File: src/rtl/johnson_counter_param.sv
// Parameterised Johnson (twisted-ring) counter.
// Besides the ring itself, the block keeps a binary phase index in step with
// the code. It flags a one-cycle wrap pulse at the sequence boundary and
// detects any ring value that is not one of the 2*WIDTH legal codes, then
// recovers from it.
// WIDTH must lie in 2..16.
module johnson_counter_param #(
  parameter int WIDTH = 5,
  localparam int PW   = $clog2(2 * WIDTH)
) (
  input  logic             clk,
  input  logic             rst_n,
  input  logic             enable,
  input  logic             dir,
  input  logic             clear,
  input  logic             load,
  input  logic [PW-1:0]    load_phase,
  output logic [WIDTH-1:0] q,
  output logic [PW-1:0]    phase,
  output logic             wrap,
  output logic             illegal
);

  localparam int PERIOD = 2 * WIDTH;
  localparam logic [PW-1:0] LAST_PHASE = PW'(PERIOD - 1);

  // Johnson code for phase k.
  // For k up to WIDTH, the low k bits are set.
  // Above WIDTH, the ones are drained from the bottom: bits at or above k-WIDTH stay set.
  function automatic logic [WIDTH-1:0] legal_code(input logic [PW-1:0] k);
    logic [WIDTH-1:0] code;
    int               kk;
    kk   = int'(k);
    code = '0;
    for (int i = 0; i < WIDTH; i++) begin
      code[i] = (kk <= WIDTH) ? (i < kk) : (i >= kk - WIDTH);
    end
    return code;
  endfunction

  logic [WIDTH-1:0] q_q, q_d;
  logic [PW-1:0]    phase_q, phase_d;
  logic             wrap_q, wrap_d;
  logic             illegal_code;
  logic             load_in_range;

  // Flag the ring as illegal when it matches none of the 2*WIDTH legal codes.
  always_comb begin
    logic hit;
    hit = 1'b0;
    for (int k = 0; k < PERIOD; k++) begin
      if (q_q == legal_code(PW'(k))) hit = 1'b1;
    end
    illegal_code = ~hit;
  end

  // A load target outside 0..2*WIDTH-1 is ignored so that no illegal state can be created.
  assign load_in_range = ({1'b0, load_phase} < (PW + 1)'(PERIOD));

  // Next-state selection.
  // Priority is clear, then load, then illegal recovery, then step, then hold.
  // wrap is raised only by a step that crosses the boundary.
  always_comb begin
    q_d     = q_q;
    phase_d = phase_q;
    wrap_d  = 1'b0;
    if (clear) begin
      q_d     = '0;
      phase_d = '0;
    end else if (load) begin
      if (load_in_range) begin
        q_d     = legal_code(load_phase);
        phase_d = load_phase;
      end
    end else if (illegal_code) begin
      q_d     = '0;
      phase_d = '0;
    end else if (enable) begin
      if (!dir) begin
        q_d     = {q_q[WIDTH-2:0], ~q_q[WIDTH-1]};
        phase_d = (phase_q == LAST_PHASE) ? '0 : phase_q + 1'b1;
        wrap_d  = (phase_q == LAST_PHASE);
      end else begin
        q_d     = {~q_q[0], q_q[WIDTH-1:1]};
        phase_d = (phase_q == '0) ? LAST_PHASE : phase_q - 1'b1;
        wrap_d  = (phase_q == '0);
      end
    end
  end

  // Register the ring, the phase index and the wrap pulse.
  // Reset is asynchronous and active-low.
  always_ff @(posedge clk or negedge rst_n) begin
    if (!rst_n) begin
      q_q     <= '0;
      phase_q <= '0;
      wrap_q  <= 1'b0;
    end else begin
      q_q     <= q_d;
      phase_q <= phase_d;
      wrap_q  <= wrap_d;
    end
  end

  assign q       = q_q;
  assign phase   = phase_q;
  assign wrap    = wrap_q;
  assign illegal = illegal_code;

endmodule

File: config.mk
export PLATFORM = sky130hd
export DESIGN_NAME = johnson_counter_param
export DESIGN_NICKNAME = d
export VERILOG_FILES = /design/src/rtl/johnson_counter_param.sv
export SDC_FILE = /design/constraint.sdc
export NUM_CORES = 1
export LEC_CHECK = 0
export BUFFER_PORTS_ARGS = -buffer_cell sky130_fd_sc_hd__buf_2
export CAP_MARGIN = 20
export CORE_ASPECT_RATIO = 0.7
export CORE_MARGIN = 8
export CORE_UTILIZATION = 50
export CTS_CLUSTER_DIAMETER = 50
export DETAILED_ROUTE_END_ITERATION = 7
export PLACE_DENSITY = 0.87
export SETUP_SLACK_MARGIN = 0.2
export SLEW_MARGIN = 20
export SYNTH_ARGS = -nofsm -noshare
export SYNTH_HDL_FRONTEND = slang
export SYNTH_SLANG_ARGS = --single-unit
File: constraint.sdc
create_clock -name clk -period 1.8 [get_ports clk]
set_input_delay 0.18 -clock clk [delete_from_list [all_inputs] [get_ports clk]]
set_output_delay 0.18 -clock clk [all_outputs]
set_load 0.01 [all_outputs]
# Yosys cells after proc, flatten, opt, wreduce, memory -nomap -nowiden

Index checks and enable logic that the tools add are counted.
W data, S select, Z words.

$add $sub $neg: 3
Order comparisons: 12
Equal/unequal tests: 12
Mux-type cells: 34
Bitwise logic cells: 3
Reduce and logical (&&, ||, !) cells: 3

Operators with widths:

| kind                  | count |
|---|---|
| $mux W4               | 8 |
| $mux W5               | 6 |
| $eq A5 B5 Y1 const B  | 5 |
| $mux W1               | 20 |
| $ge A3 B5 Y1 const A  | 2 |
| $lt A1 B4 Y1 const A  | 2 |
| $lt A2 B4 Y1 const A  | 2 |
| $eq A5 B1 Y1 const B  | 1 |
| $eq A5 B2 Y1 const B  | 1 |
| $eq A5 B3 Y1 const B  | 1 |
| $eq A5 B4 Y1 const B  | 1 |
| $ge A1 B5 Y1 const A  | 1 |
| $ge A2 B5 Y1 const A  | 1 |
| $ge A4 B5 Y1 const A  | 1 |
| $logic_not A5 Y1      | 1 |
| $sub A4 B3 Y5 const B | 1 |
| $add A4 B1 Y4 const B | 1 |
| $eq A4 B4 Y1 const B  | 1 |
| $le A4 B3 Y1 const B  | 1 |
| $logic_not A4 Y1      | 1 |
| $lt A3 B4 Y1 const A  | 1 |
| $lt A4 B4 Y1 const B  | 1 |
| $ne A4 B4 Y1 const B  | 1 |
| $sub A4 B1 Y4 const B | 1 |
| other kinds (3)       | 5 |

Register bits after elaboration: 10
Output and inout port bits: 11

# Logic depth before layout (Yosys ltp)

Gate-level depths: netlist of run 1.

Depth after elaboration: 14
Gate-level depth with buffers: 10
Depth with buffers taken out: 9

# Worst setup path before layout of run 1

Ideal clock, no wire load.

Path kind: input-to-reg
Start point: input port load_phase[1]
End point: register q_q[0] (netlist: q[0])
Library setup time: 0.124 ns
Data arrival time: 2.107 ns
Required time: 1.676 ns
Path slack: -0.430 ns
Cell stages on the path: 10
Cell sequence: clkbuf_1 -> inv_1 -> ha_1 -> nor2b_1 -> nand3_1 -> a21boi_0 -> ha_1 -> xnor2_1 -> o311a_1 -> a211o_1

Longest elaborated chain between the ends: 6
Elaborated cells between the ends (all ways): 11

Ends and longest elaborated chain:

| element              | RTL line | source |
|---|---|---|
| from (decl)          | 17       | `input logic [PW-1:0] load_phase,` |
| $sub A4 B3 Y5        | 36       | `code[i] = (kk <= WIDTH) ? (i < kk) : (i >= kk - WIDTH);` |
| $ge A1 B5 Y1         | 36       |  |
| $mux W1              | 36       |  |
| $mux W5              | 71       | `if (load_in_range) begin` |
| $mux W5              | 70       | `end else if (load) begin` |
| $mux W5              | 67       | `if (clear) begin` |
| to (signal assigned) | 99       | `q_q <= q_d;` |
| to (decl)            | 41       | `logic [WIDTH-1:0] q_q, q_d;` |

Several ways; a longest one is shown, not always the timed one. The select of a mux whose other input is x is not followed.
A chain may end at the register's enable or synchronous reset.

# Final worst setup path of run 1

Start point: register q_q[4] (netlist: q[4])
End point: register phase_q[2] (netlist: phase[2])

Longest elaborated chain between the ends: 14
Elaborated cells between the ends (all ways): 25

Ends and longest elaborated chain:

| element               | RTL line | source |
|---|---|---|
| $logic_not A5 Y1      | 52       | `if (q_q == legal_code(PW'(k))) hit = 1'b1;` |
| $mux W1 (9 in series) | 52       |  |
| $mux W1 (*)           | 52       |  |
| $mux W4               | 75       | `end else if (illegal_code) begin` |
| $mux W4               | 70       |  |
| $mux W4               | 67       |  |
| to (signal assigned)  | 100      | `phase_q <= phase_d;` |
| to (decl)             | 42       | `logic [PW-1:0] phase_q, phase_d;` |

Mark *: on every way between the ends. The rest lies on a longest branch, timed or not.

==> results of run 1 <==
==> routing by layer <==
layer	vias up	track usage	wire [µm]
met5	-	0	0
met4	0	0.0710	188
met3	29	0.0432	551
met2	123	0.293	1820
met1	641	0.239	1550
li1	642	-	-
==> through the flow <==
| step | total power, W | worst slack (ns) | area, µm² |
|---|---|---|---|
| 2_1_floorplan | 0.000514 | -0.0854 | 1210 |
| 3_3_place_gp | 0.000640 | -0.149 | 1460 |
| 3_5_place_dp | 0.000664 | -0.204 | 1460 |
| 4_1_cts | 0.000884 | -0.0597 | 1530 |
| 5_1_grt | 0.000985 | -0.151 | 1590 |
| 6_report | 0.000941 | -0.108 | 1590 |
==> flip-flops by register name, indices dropped and copies added (netlist names) <==
register / cells
phase: 4
q: 5
wrap: 1
==> path summary, 6_finish.rpt <==
| check | to | slack, ns | cells after the start |
|---|---|---|---|
| hold reg to reg | phase[1]$_DFFE_PN0P_ | 0.62 | 2 |
| hold / removal | q[4]$_DFFE_PN0P_ | 0.14 | 2 |
| setup / recovery | phase[2]$_DFFE_PN0P_ | -0.11 | 7 |
| setup reg to reg | phase[2]$_DFFE_PN0P_ | -0.11 | 7 |
| min in group asynchronous | q[2]$_DFFE_PN0P_ | 0.29 | 2 |
| max in group asynchronous | phase[0]$_DFFE_PN0P_ | 1.28 | 2 |
==> power by group <==
part           internal [W]  switching [W]  total (W)  leakage, nW
clock              0.000123      0.0000947   0.000218       0.0210
sequential         0.000245      0.0000347   0.000280        0.129
combinational      0.000205       0.000239   0.000444        0.608
==> critical path: stages, from the launching register on <==
cell,delay (ns)
sky130_fd_sc_hd__dfrtp_2,0.47
sky130_fd_sc_hd__mux2i_1,0.16
sky130_fd_sc_hd__nor2b_2,0.14
sky130_fd_sc_hd__o22ai_2,0.10
sky130_fd_sc_hd__or4b_1,0.51
sky130_fd_sc_hd__buf_6,0.17
sky130_fd_sc_hd__a211oi_2,0.15
sky130_fd_sc_hd__a221o_1,0.13
==> repair_timing <==
action	4_1_cts	5_1_grt
setup endpoints to repair	11	11
gates resized for setup	4	3
hold endpoints to repair	10	0
buffers inserted	2	7
pin swaps	0	2
hold buffers	1	0
==> logic make-up (layout without fill, tap and decap cells) <==
family          Yosys count  after routing
simple gates             58             58
flops                    10             10
buf+inv                  19             68
fa+ha+maj                 8              8
mux                       6              6
xor+xnor                  1              1
compound gates           45             45
==> cell usage in the layout (no fill, tap or decap), drive strengths merged, types with 2 or more instances in the layout <==
cell type  count
clkbuf         4
a31oi          3
buf           53
inv           10
mux2           2
dfrtp         10
nand3          5
o211ai         3
a211o          3
a221o          4
a211oi         3
nor2          18
nor3           7
or3            2
nand2b         2
nand4          3
a21oi          9
nand2         11
o21ai          9
mux2i          4
nor2b          5
ha             8
==> final cells by class <==
class / count / area (µm²)
Tap cell: 32 / 40.0
Clock buffer: 4 / 36.3
Multi-Input combinational cell: 118 / 858
Sequential cell: 10 / 255
Fill cell: 170 / 543
Inverter: 10 / 42.5
Timing Repair Buffer: 54 / 362
==> results_dict.tcl, run 1 <==
set metrics [dict create \
    post-route-period-util 1.06 \
    run_status "finished, violations left" \
    clock_latency_on_the_worst_skew_pair_ns 0.28 \
    vdd_ir_drop_max_mv 0.291 \
    report.final.hold_viol_count 0 \
    grt-ovfl-total 0 \
    floorplan.initialDensity 0.529 \
    worst_hold_slack_ns 0.140 \
    ios 21 \
    buffer_ports.inserted 20 \
    first_drt_pass_iteration_count 5 \
    global_route_wire_length_before_repair_um 6140 \
    maximum_number_of_pins_on_one_net_before_global_route_repair 17 \
    setup.worst_path.start_class "flip-flop" \
    path_clk_slew_ns 0.08 \
    synth_top_flop_cell "sky130_fd_sc_hd__dfrtp_1" \
    max_slew_margin 0.714 \
    fp-row-count 14 \
    design.core.area_mm2 0.00214 \
    grt_antenna_before_repair 0 \
    launching_element_of_the_worst_setup_path "q[4]$_DFFE_PN0P_" \
    chipHeight_um 55.8 \
    design.die.area_mm2 0.00406 \
    post_route_cells_drive_above_1_share 0.434 \
    timing.critical_path.arrival_ns 2.12 \
    p_per_area_mw_per_mm2 590 \
    detail-route-antenna-nets 0 \
    synthMuxAreaShare 0.0553 \
    route.detailed.drc 0 \
    setup_tns_ns -0.476 \
    route.detailed.wl_per_inst_um 18.0 \
    cts.root.buffer_cell "sky130_fd_sc_hd__clkbuf_4" \
    instances_no_fill 228 \
    rsz0062_at_grt "yes" \
    sequential_cell_area_fraction_in_the_yosys_report 0.221 \
    tightest_slew_ns 0.424 \
    first_global_vias 1296 \
    timing.final.crit_period_ns 1.91 \
    yosys.cell_count.top_type "sky130_fd_sc_hd__nor2_1" \
    post-route-worst-setup-slack_ns -0.108 \
    crit_path_max_fanout 8 \
    portion_of_synthesized_cell_area_occupied_by_the_leading_cell_type 0.221 \
    required_ns 2.01 \
    drt-total-wl_um 4110 \
    hp-start "clear" \
    synth_simple_gate_area_frac 0.262 \
    die-width_um 72.8 \
    final_core_utilization 0.746 \
    post_drt_via_cell_ratio 6.29 \
    post_synth_most_frequent_cells "sky130_fd_sc_hd__nor2_1, sky130_fd_sc_hd__nand2_1, sky130_fd_sc_hd__dfrtp_1" \
    synth_compound_gate_area_share 0.294 \
    global_route.usage.total 0.187 \
    maxCapViolCount 0 \
    total_clock_sinks 10 \
    number_of_flops_mapped_to_enable_cells_by_yosys 0 \
    violated_checks "setup timing" \
    nNetsFinal 215 \
    place_congestion 0.911 \
    clk_skew_ns 0.00851 \
    drt_iter0_markers 246 \
    dpl.hpwl_um 2800 \
    synth_area_leaders "sky130_fd_sc_hd__dfrtp_1, sky130_fd_sc_hd__ha_1, sky130_fd_sc_hd__nor2_1" \
    diodes 0 \
    flow.area_growth_from_synthesis_pct 40.9 \
    cp-end-kind "flip-flop" \
    final_setup_violation_count 9 \
    clock_path_buffers 2 \
    synthesis.nets 165 \
    synthesis.area_per_instance_um2 7.69 \
    clock.fmax_ghz 0.524 \
    cts_buffers 3 \
    cts.htree.levels 1 \
    post-synth-top-area-cell "sky130_fd_sc_hd__dfrtp_1" \
    cts_tree "yes" \
    post_synth_xor_area_fraction 0.00774 \
    adder_and_majority_cell_fraction_of_the_synthesized_area 0.0885 \
    worstSetupPathType "reg2reg" \
    main_combinational_cell_family_by_area_after_synthesis "compound AO/OA/AOI/OAI gates" \
    synth-seq-cells 10 \
    synth_cell_type_count 46 \
    holdCritPathClass "in2reg" \
    worst_r2r_startpoint "q[4]$_DFFE_PN0P_" \
    syn_area_mm2 0.00113 \
    total_leakage_power_nw 0.758 \
    placed_instances 214 \
    synth_warnings 0 \
    maxSlewViolCount 0 \
    postSynthCellCount 147 \
    detailroute.via_count 1435 \
    ys_async_rst_share 1.00 \
]
No activity file was read; power rests on OpenSTA's default activity.
==> run 2, diff against run 1 <==
==> constraint.sdc (replaced) <==
create_clock -name clk -period 1.6 [get_ports clk]
set_input_delay 0.16 -clock clk [delete_from_list [all_inputs] [get_ports clk]]
set_output_delay 0.16 -clock clk [all_outputs]
set_load 0.01 [all_outputs]
==> run 2 against run 1 <==
The flow still finishes with violations (setup timing). Setup slack got worse by 0.28 ns. Combinational power up 25%. Clock-buffer cell count unchanged. Fmax fell by 4.1%. First-iteration DRC count decreased by 27%. Largest power group unchanged.
==> results_dict.tcl, run 2 (synthesized netlist as in run 1, its figures left out) <==
set metrics [dict create \
    report.final.hold_viol_count 0 \
    worst-r2r-setup-slack_ns -0.39 \
    p_per_area_mw_per_mm2 661 \
    clock_latency_on_the_worst_skew_pair_ns 0.29 \
    first_global_vias 1429 \
    drt_iter0_markers 179 \
    global_route_wire_length_before_repair_um 6730 \
    detailroute.via_count 1444 \
    post_route_cells_drive_above_1_share 0.458 \
    cts_tree "yes" \
    largest_register_ff_count 5 \
    detailed_place.area_mm2 0.00154 \
    clock_path_buffers 2 \
    worst_r2r_startpoint "q[4]$_DFFE_PN0P_" \
    cts.htree.levels 1 \
    post_drt_via_cell_ratio 6.14 \
    required_ns 1.76 \
    worstSetupPathType "reg2reg" \
    first_drt_pass_iteration_count 7 \
    drt-total-wl_um 4160 \
    clk_skew_ns 0.00118 \
    mostFrequentLayoutCells "sky130_fd_sc_hd__buf_4, sky130_fd_sc_hd__buf_2, sky130_fd_sc_hd__nor2_1, sky130_fd_sc_hd__nand2_1" \
    flow.area_growth_from_synthesis_pct 49.3 \
    tightest_slew_ns 0.454 \
    hp-start "clear" \
    design.core.area_mm2 0.00214 \
    cp-end-kind "flip-flop" \
    crit_path_max_fanout 7 \
    instances_no_fill 235 \
    dpl.hpwl_um 2940 \
    floorplan.initialDensity 0.529 \
    place_congestion 0.963 \
    layout.cell_area.non_filler_mm2 0.00169 \
    ios 21 \
    dp_worst_setup_slack_ns -0.410 \
    grt-ovfl-total 0 \
    post-route-period-util 1.24 \
    vdd_ir_drop_max_mv 0.510 \
    diodes 0 \
    post-route-worst-setup-slack_ns -0.390 \
    buffer_ports.inserted 20 \
    chipHeight_um 55.8 \
    total_clock_sinks 10 \
    final_setup_violation_count 11 \
    rsz0062_at_grt "yes" \
    maxCapViolCount 0 \
    holdPathEnd "q[4]$_DFFE_PN0P_" \
    die-width_um 72.8 \
    worst_reg2reg_path_endpoint "q[2]$_DFFE_PN0P_" \
    layout.cells.most_common "sky130_fd_sc_hd__buf_4" \
    timing.final.crit_period_ns 1.99 \
    path_clk_slew_ns 0.08 \
    maxSlewViolCount 0 \
    timing.critical_path.arrival_ns 2.15 \
    violated_checks "setup timing" \
    placed_instances 225 \
    detail-route-antenna-nets 0 \
    route.detailed.drc 0 \
    clock.fmax_ghz 0.502 \
    global_route.usage.total 0.206 \
    nNetsFinal 222 \
    run_status "finished, violations left" \
    fp-row-count 14 \
    max_slew_margin 0.696 \
    r2r_cells 7 \
    cts.root.buffer_cell "sky130_fd_sc_hd__clkbuf_4" \
    holdCritPathClass "in2reg" \
    route.detailed.wl_per_inst_um 17.7 \
    grt_antenna_before_repair 0 \
    maximum_number_of_pins_on_one_net_before_global_route_repair 17 \
    total_leakage_power_nw 0.796 \
    cts_buffers 3 \
    setup.worst_path.start_class "flip-flop" \
    design.die.area_mm2 0.00406 \
    min_delay_path_depth 2 \
]
run 2: per-layer routing:
| layer | share of wire | up-vias | track usage |
|---|---|---|---|
| met1 | 0.40 | 653 | 0.247 |
| met2 | 0.47 | 115 | 0.326 |
| met4 | 0.024 | 0 | 0.0795 |
| li1 | - | 657 | - |
| met3 | 0.11 | 19 | 0.0737 |
| met5 | 0 | - | 0 |
run 2: how the worst max path moves through the flow:
stage,startpoint,end,depth (start not counted)
5_1_grt,q[2]$_DFFE_PN0P_,phase[2]$_DFFE_PN0P_,6
6_report,q[4]$_DFFE_PN0P_,q[2]$_DFFE_PN0P_,7
2_1_floorplan,load_phase[1],q[0]$_DFFE_PN0P_,10
4_1_cts,q[1]$_DFFE_PN0P_,q[2]$_DFFE_PN0P_,7
3_5_place_dp,load_phase[1],q[0]$_DFFE_PN0P_,8
3_3_place_gp,load_phase[1],q[0]$_DFFE_PN0P_,8
run 2: repair_timing:
item / CTS / global route
gates resized for setup: 8 / 7
endpoints found under the setup margin: 11 / 11
endpoints found under the hold margin: 10 / 0
hold buffers: 1 / 0
setup buffers: 2 / 3
pin swaps: 2 / 3
run 2: area by class of cell:
cell class	count	area [µm²]
well taps	32	40.0
fillers	150	448
flip-flops and latches	10	254
inverters	10	42.5
clock buffers	4	36.3
repair buffers	61	418
multi-input cells	118	898
run 2: critical path: stages, from the launching register on:
cell,delay [ns]
sky130_fd_sc_hd__dfrtp_2,0.48
sky130_fd_sc_hd__mux2_4,0.31
sky130_fd_sc_hd__o22ai_4,0.21
sky130_fd_sc_hd__buf_4,0.16
sky130_fd_sc_hd__o31a_2,0.12
sky130_fd_sc_hd__nor2_1,0.04
sky130_fd_sc_hd__buf_4,0.16
sky130_fd_sc_hd__a221o_1,0.38
run 2: power by group:
group / switching (W) / leakage [nW] / total, W / internal (W)
registers: 0.0000352 / 0.130 / 0.000310 / 0.000275
logic: 0.000289 / 0.645 / 0.000555 / 0.000266
clock network: 0.000112 / 0.0210 / 0.000251 / 0.000139
total: 0.000437 / 0.796 / 0.00112 / 0.000680
run 2: metrics by stage:
stage                     TNS, ns  total power, W  hold slack (ns)  utilization
after floorplan             -1.67        0.000577           -0.136            -
after global routing        -3.66         0.00118           0.0947        0.790
after CTS                   -2.78         0.00106           0.0814        0.766
final                       -3.10         0.00112           0.0981        0.790
after detailed placement    -2.99        0.000782           0.0376        0.719
after global placement      -2.20        0.000751           0.0261        0.719
==> run 3, diff against run 2 <==
--- a/config.mk
+++ b/config.mk
@@ -5,14 +5,15 @@
 export SDC_FILE = /design/constraint.sdc
 export NUM_CORES = 1
 export LEC_CHECK = 0
+export ABC_AREA = 1
 export BUFFER_PORTS_ARGS = -buffer_cell sky130_fd_sc_hd__buf_2
 export CAP_MARGIN = 20
 export CORE_ASPECT_RATIO = 0.7
 export CORE_MARGIN = 8
-export CORE_UTILIZATION = 50
+export CORE_UTILIZATION = 49
 export CTS_CLUSTER_DIAMETER = 50
 export DETAILED_ROUTE_END_ITERATION = 7
-export PLACE_DENSITY = 0.87
+export PLACE_DENSITY = 0.86
 export SETUP_SLACK_MARGIN = 0.2
 export SLEW_MARGIN = 20
 export SYNTH_ARGS = -nofsm -noshare
==> run 3 against run 2 <==
Power shrank 2.8%. First-iteration DRC count is 13% lower. Non-clock buffer count decreased by 19. The run now ends clean. Setup slack better by 0.44 ns. Final cell count increased by 3.8%. Cell area decreased by 13%. Sequential cell count stayed put. Global-route usage decreased by 4.9 points. Combinational power fell by 4.9%. Critical endpoint is now q[4]$_DFFE_PN0P_. Worst hold slack better by 0.086 ns. Clock-buffer cell count unchanged. Die area is 3.1% lower.
==> results_dict.tcl, run 3 <==
set metrics [dict create \
    chipHeight_um 55.0 \
    floorplan.initialDensity 0.505 \
    clock.fmax_ghz 0.643 \
    drt_iter0_markers 155 \
    dp_worst_setup_slack_ns -0.0917 \
    die-width_um 71.7 \
    detailed_place.area_mm2 0.00128 \
    post-route-worst-setup-slack_ns 0.0454 \
    post-route-period-util 0.972 \
    buffer_ports.inserted 20 \
    maxSlewViolCount 0 \
    post_drt_via_cell_ratio 5.38 \
    clk_skew_ns 0.00465 \
    grt-ovfl-total 0 \
    global_route_wire_length_before_repair_um 4870 \
    nFillCells 186 \
    max_slew_margin 0.802 \
    synthesis.area_per_instance_um2 6.10 \
    postSynthCellCount 174 \
    report.final.hold_viol_count 0 \
    holdCritPathClass "in2reg" \
    maxCapViolCount 0 \
    cp-end-kind "flip-flop" \
    route.detailed.wl_per_inst_um 13.5 \
    drt-total-wl_um 3300 \
    cts_buffers 3 \
    dpl.hpwl_um 2220 \
    tightest_slew_ns 0.296 \
    synth_area_leaders "sky130_fd_sc_hd__nand2_1, sky130_fd_sc_hd__dfrtp_1, sky130_fd_sc_hd__ha_1" \
    detailroute.via_count 1313 \
    ys_async_rst_share 1.00 \
    synth_simple_gate_area_frac 0.406 \
    first_global_vias 1072 \
    multi_input_comb_area_um2 782 \
    cts_tree "yes" \
    layout.cell_area.non_filler_mm2 0.00146 \
    synth_cell_type_count 26 \
    route.detailed.drc 0 \
    post_synth_xor_area_fraction 0.0165 \
    nNetsFinal 239 \
    flow.area_growth_from_synthesis_pct 37.8 \
    grt_antenna_before_repair 0 \
    post-synth-top-area-cell "sky130_fd_sc_hd__nand2_1" \
    adder_and_majority_cell_fraction_of_the_synthesized_area 0.0942 \
    place_congestion 0.870 \
    setup.worst_path.start_class "flip-flop" \
    rsz0062_at_grt "yes" \
    number_of_flops_mapped_to_enable_cells_by_yosys 0 \
    mostFrequentLayoutCells "sky130_fd_sc_hd__nand2_1, sky130_fd_sc_hd__buf_2, sky130_fd_sc_hd__buf_4, sky130_fd_sc_hd__inv_1, sky130_fd_sc_hd__nor2_1" \
    final_core_utilization 0.696 \
    timing.critical_path.arrival_ns 1.73 \
    diodes 0 \
    cts.htree.levels 1 \
    largest_register_ff_count 5 \
    clock_latency_on_the_worst_skew_pair_ns 0.28 \
    path_clk_slew_ns 0.07 \
    synth_top_flop_cell "sky130_fd_sc_hd__dfrtp_1" \
    ios 21 \
    synthesis.nets 192 \
    synth_compound_gate_area_share 0.159 \
    design.core.area_mm2 0.00210 \
    cts.root.buffer_cell "sky130_fd_sc_hd__clkbuf_4" \
    yosys.cell_count.top_type "sky130_fd_sc_hd__nand2_1" \
    timing.final.crit_period_ns 1.55 \
    ff_latch_area_um2 255 \
    crit_path_max_fanout 6 \
    maximum_number_of_pins_on_one_net_before_global_route_repair 11 \
    required_ns 1.77 \
    post_route_cells_drive_above_1_share 0.327 \
    clock_path_buffers 2 \
    portion_of_synthesized_cell_area_occupied_by_the_leading_cell_type 0.258 \
    total_clock_sinks 10 \
    setup_tns_ns 0 \
    first_drt_pass_iteration_count 5 \
    final_setup_violation_count 0 \
    synthMuxAreaShare 0 \
    detail-route-antenna-nets 0 \
    synth-seq-cells 10 \
    run_status "complete, no violations" \
    synth_warnings 0 \
    p_per_area_mw_per_mm2 741 \
    main_combinational_cell_family_by_area_after_synthesis "simple AND/OR/NAND/NOR gates" \
    sequential_cell_area_fraction_in_the_yosys_report 0.236 \
    fp-row-count 14 \
    layout.cells.most_common "sky130_fd_sc_hd__nand2_1" \
    design.die.area_mm2 0.00394 \
    global_route.usage.total 0.157 \
    vdd_ir_drop_max_mv 0.450 \
    worstSetupPathType "reg2reg" \
    syn_area_mm2 0.00106 \
    total_leakage_power_nw 0.806 \
    post_synth_most_frequent_cells "sky130_fd_sc_hd__nand2_1, sky130_fd_sc_hd__inv_1, sky130_fd_sc_hd__nor2_1" \
]
-- run 3: cell types whose count changed after synthesis, moves of 6 or more --
| cell | delta |
|---|---|
| sky130_fd_sc_hd__inv_1 | +12 |
| sky130_fd_sc_hd__clkbuf_1 | -6 |
| sky130_fd_sc_hd__nand3_1 | +6 |
| sky130_fd_sc_hd__nor2_1 | -6 |
| sky130_fd_sc_hd__nor3_1 | -6 |
| sky130_fd_sc_hd__nand2_1 | +62 |
-- run 3: final timing paths --
check / startpoint / endpoint / slack [ns] / cells after the start
max in group asynchronous: rst_n / phase[0]$_DFFE_PN0P_ / 1.12 / 2
min in group asynchronous: rst_n / q[4]$_DFFE_PN0P_ / 0.27 / 2
max reg2reg: q[4]$_DFFE_PN0P_ / q[4]$_DFFE_PN0P_ / 0.05 / 8
min: enable / wrap$_DFF_PN0_ / 0.18 / 3
min reg2reg: q[1]$_DFFE_PN0P_ / q[1]$_DFFE_PN0P_ / 0.56 / 2
max: q[4]$_DFFE_PN0P_ / q[4]$_DFFE_PN0P_ / 0.05 / 8
-- run 3: metrics by stage --
stage,cells,hold slack [ns],total power (W)
4_1_cts,238,0.176,0.00103
6_report,244,0.184,0.00109
5_1_grt,244,0.190,0.00116
3_3_place_gp,227,0.0296,0.000741
2_1_floorplan,174,-0.136,0.000591
3_5_place_dp,227,0.0316,0.000749
-- run 3: logic make-up (layout without fill, tap and decap cells) --
kind of cell             Yosys count  in the layout
AO/OA/AOI/OAI                     27             28
XOR/XNOR                           2              2
adder cells (fa/ha/maj)            8              8
buffers and inverters             24             68
flip-flops                        10             10
AND/OR/NAND/NOR                  103            104
-- run 3: layout make-up --
cell class                      instances  share of cell area
Clock buffer                            4              0.0248
Inverter                               22              0.0607
Multi-Input combinational cell        142               0.534
Sequential cell                        10               0.174
Tap cell                               24              0.0205
Timing Repair Buffer                   42               0.185
-- run 3: where the power goes --
group	internal, W	total [W]	switching (W)
sequential	0.000281	0.000320	0.0000390
clock	0.000139	0.000237	0.0000979
combinational	0.000228	0.000528	0.000300
-- run 3: worst max-delay path: stages (launching register included) --
cell and delay [ns]:
sky130_fd_sc_hd__dfrtp_2 0.45, sky130_fd_sc_hd__o211ai_1 0.30, sky130_fd_sc_hd__nand3_2 0.17, sky130_fd_sc_hd__inv_4 0.11
sky130_fd_sc_hd__nand2_4 0.08, sky130_fd_sc_hd__nand2_2 0.12, sky130_fd_sc_hd__nor2_4 0.07, sky130_fd_sc_hd__nand2_1 0.08
sky130_fd_sc_hd__nand2_1 0.06
-- run 3: timing repair --
action / CTS / global route
gates resized for setup: 7 / 7
endpoints found under the hold margin: 10 / 0
hold buffers: 1 / 0
endpoints found under the setup margin: 11 / 11
setup buffers: 5 / 5
pin swaps: 6 / 9
cloned: 1 / 1
-- run 3: metal layers --
| layer | vias up | part of all wire | GRT usage | routed length [µm] |
|---|---|---|---|---|
| li1 | 656 | - | - | - |
| met1 | 598 | 0.45 | 0.198 | 1480 |
| met2 | 56 | 0.48 | 0.267 | 1590 |
| met3 | 3 | 0.066 | 0.0378 | 217 |
| met4 | 0 | 0.0055 | 0.0471 | 18 |
| met5 | - | 0 | 0 | 0 |
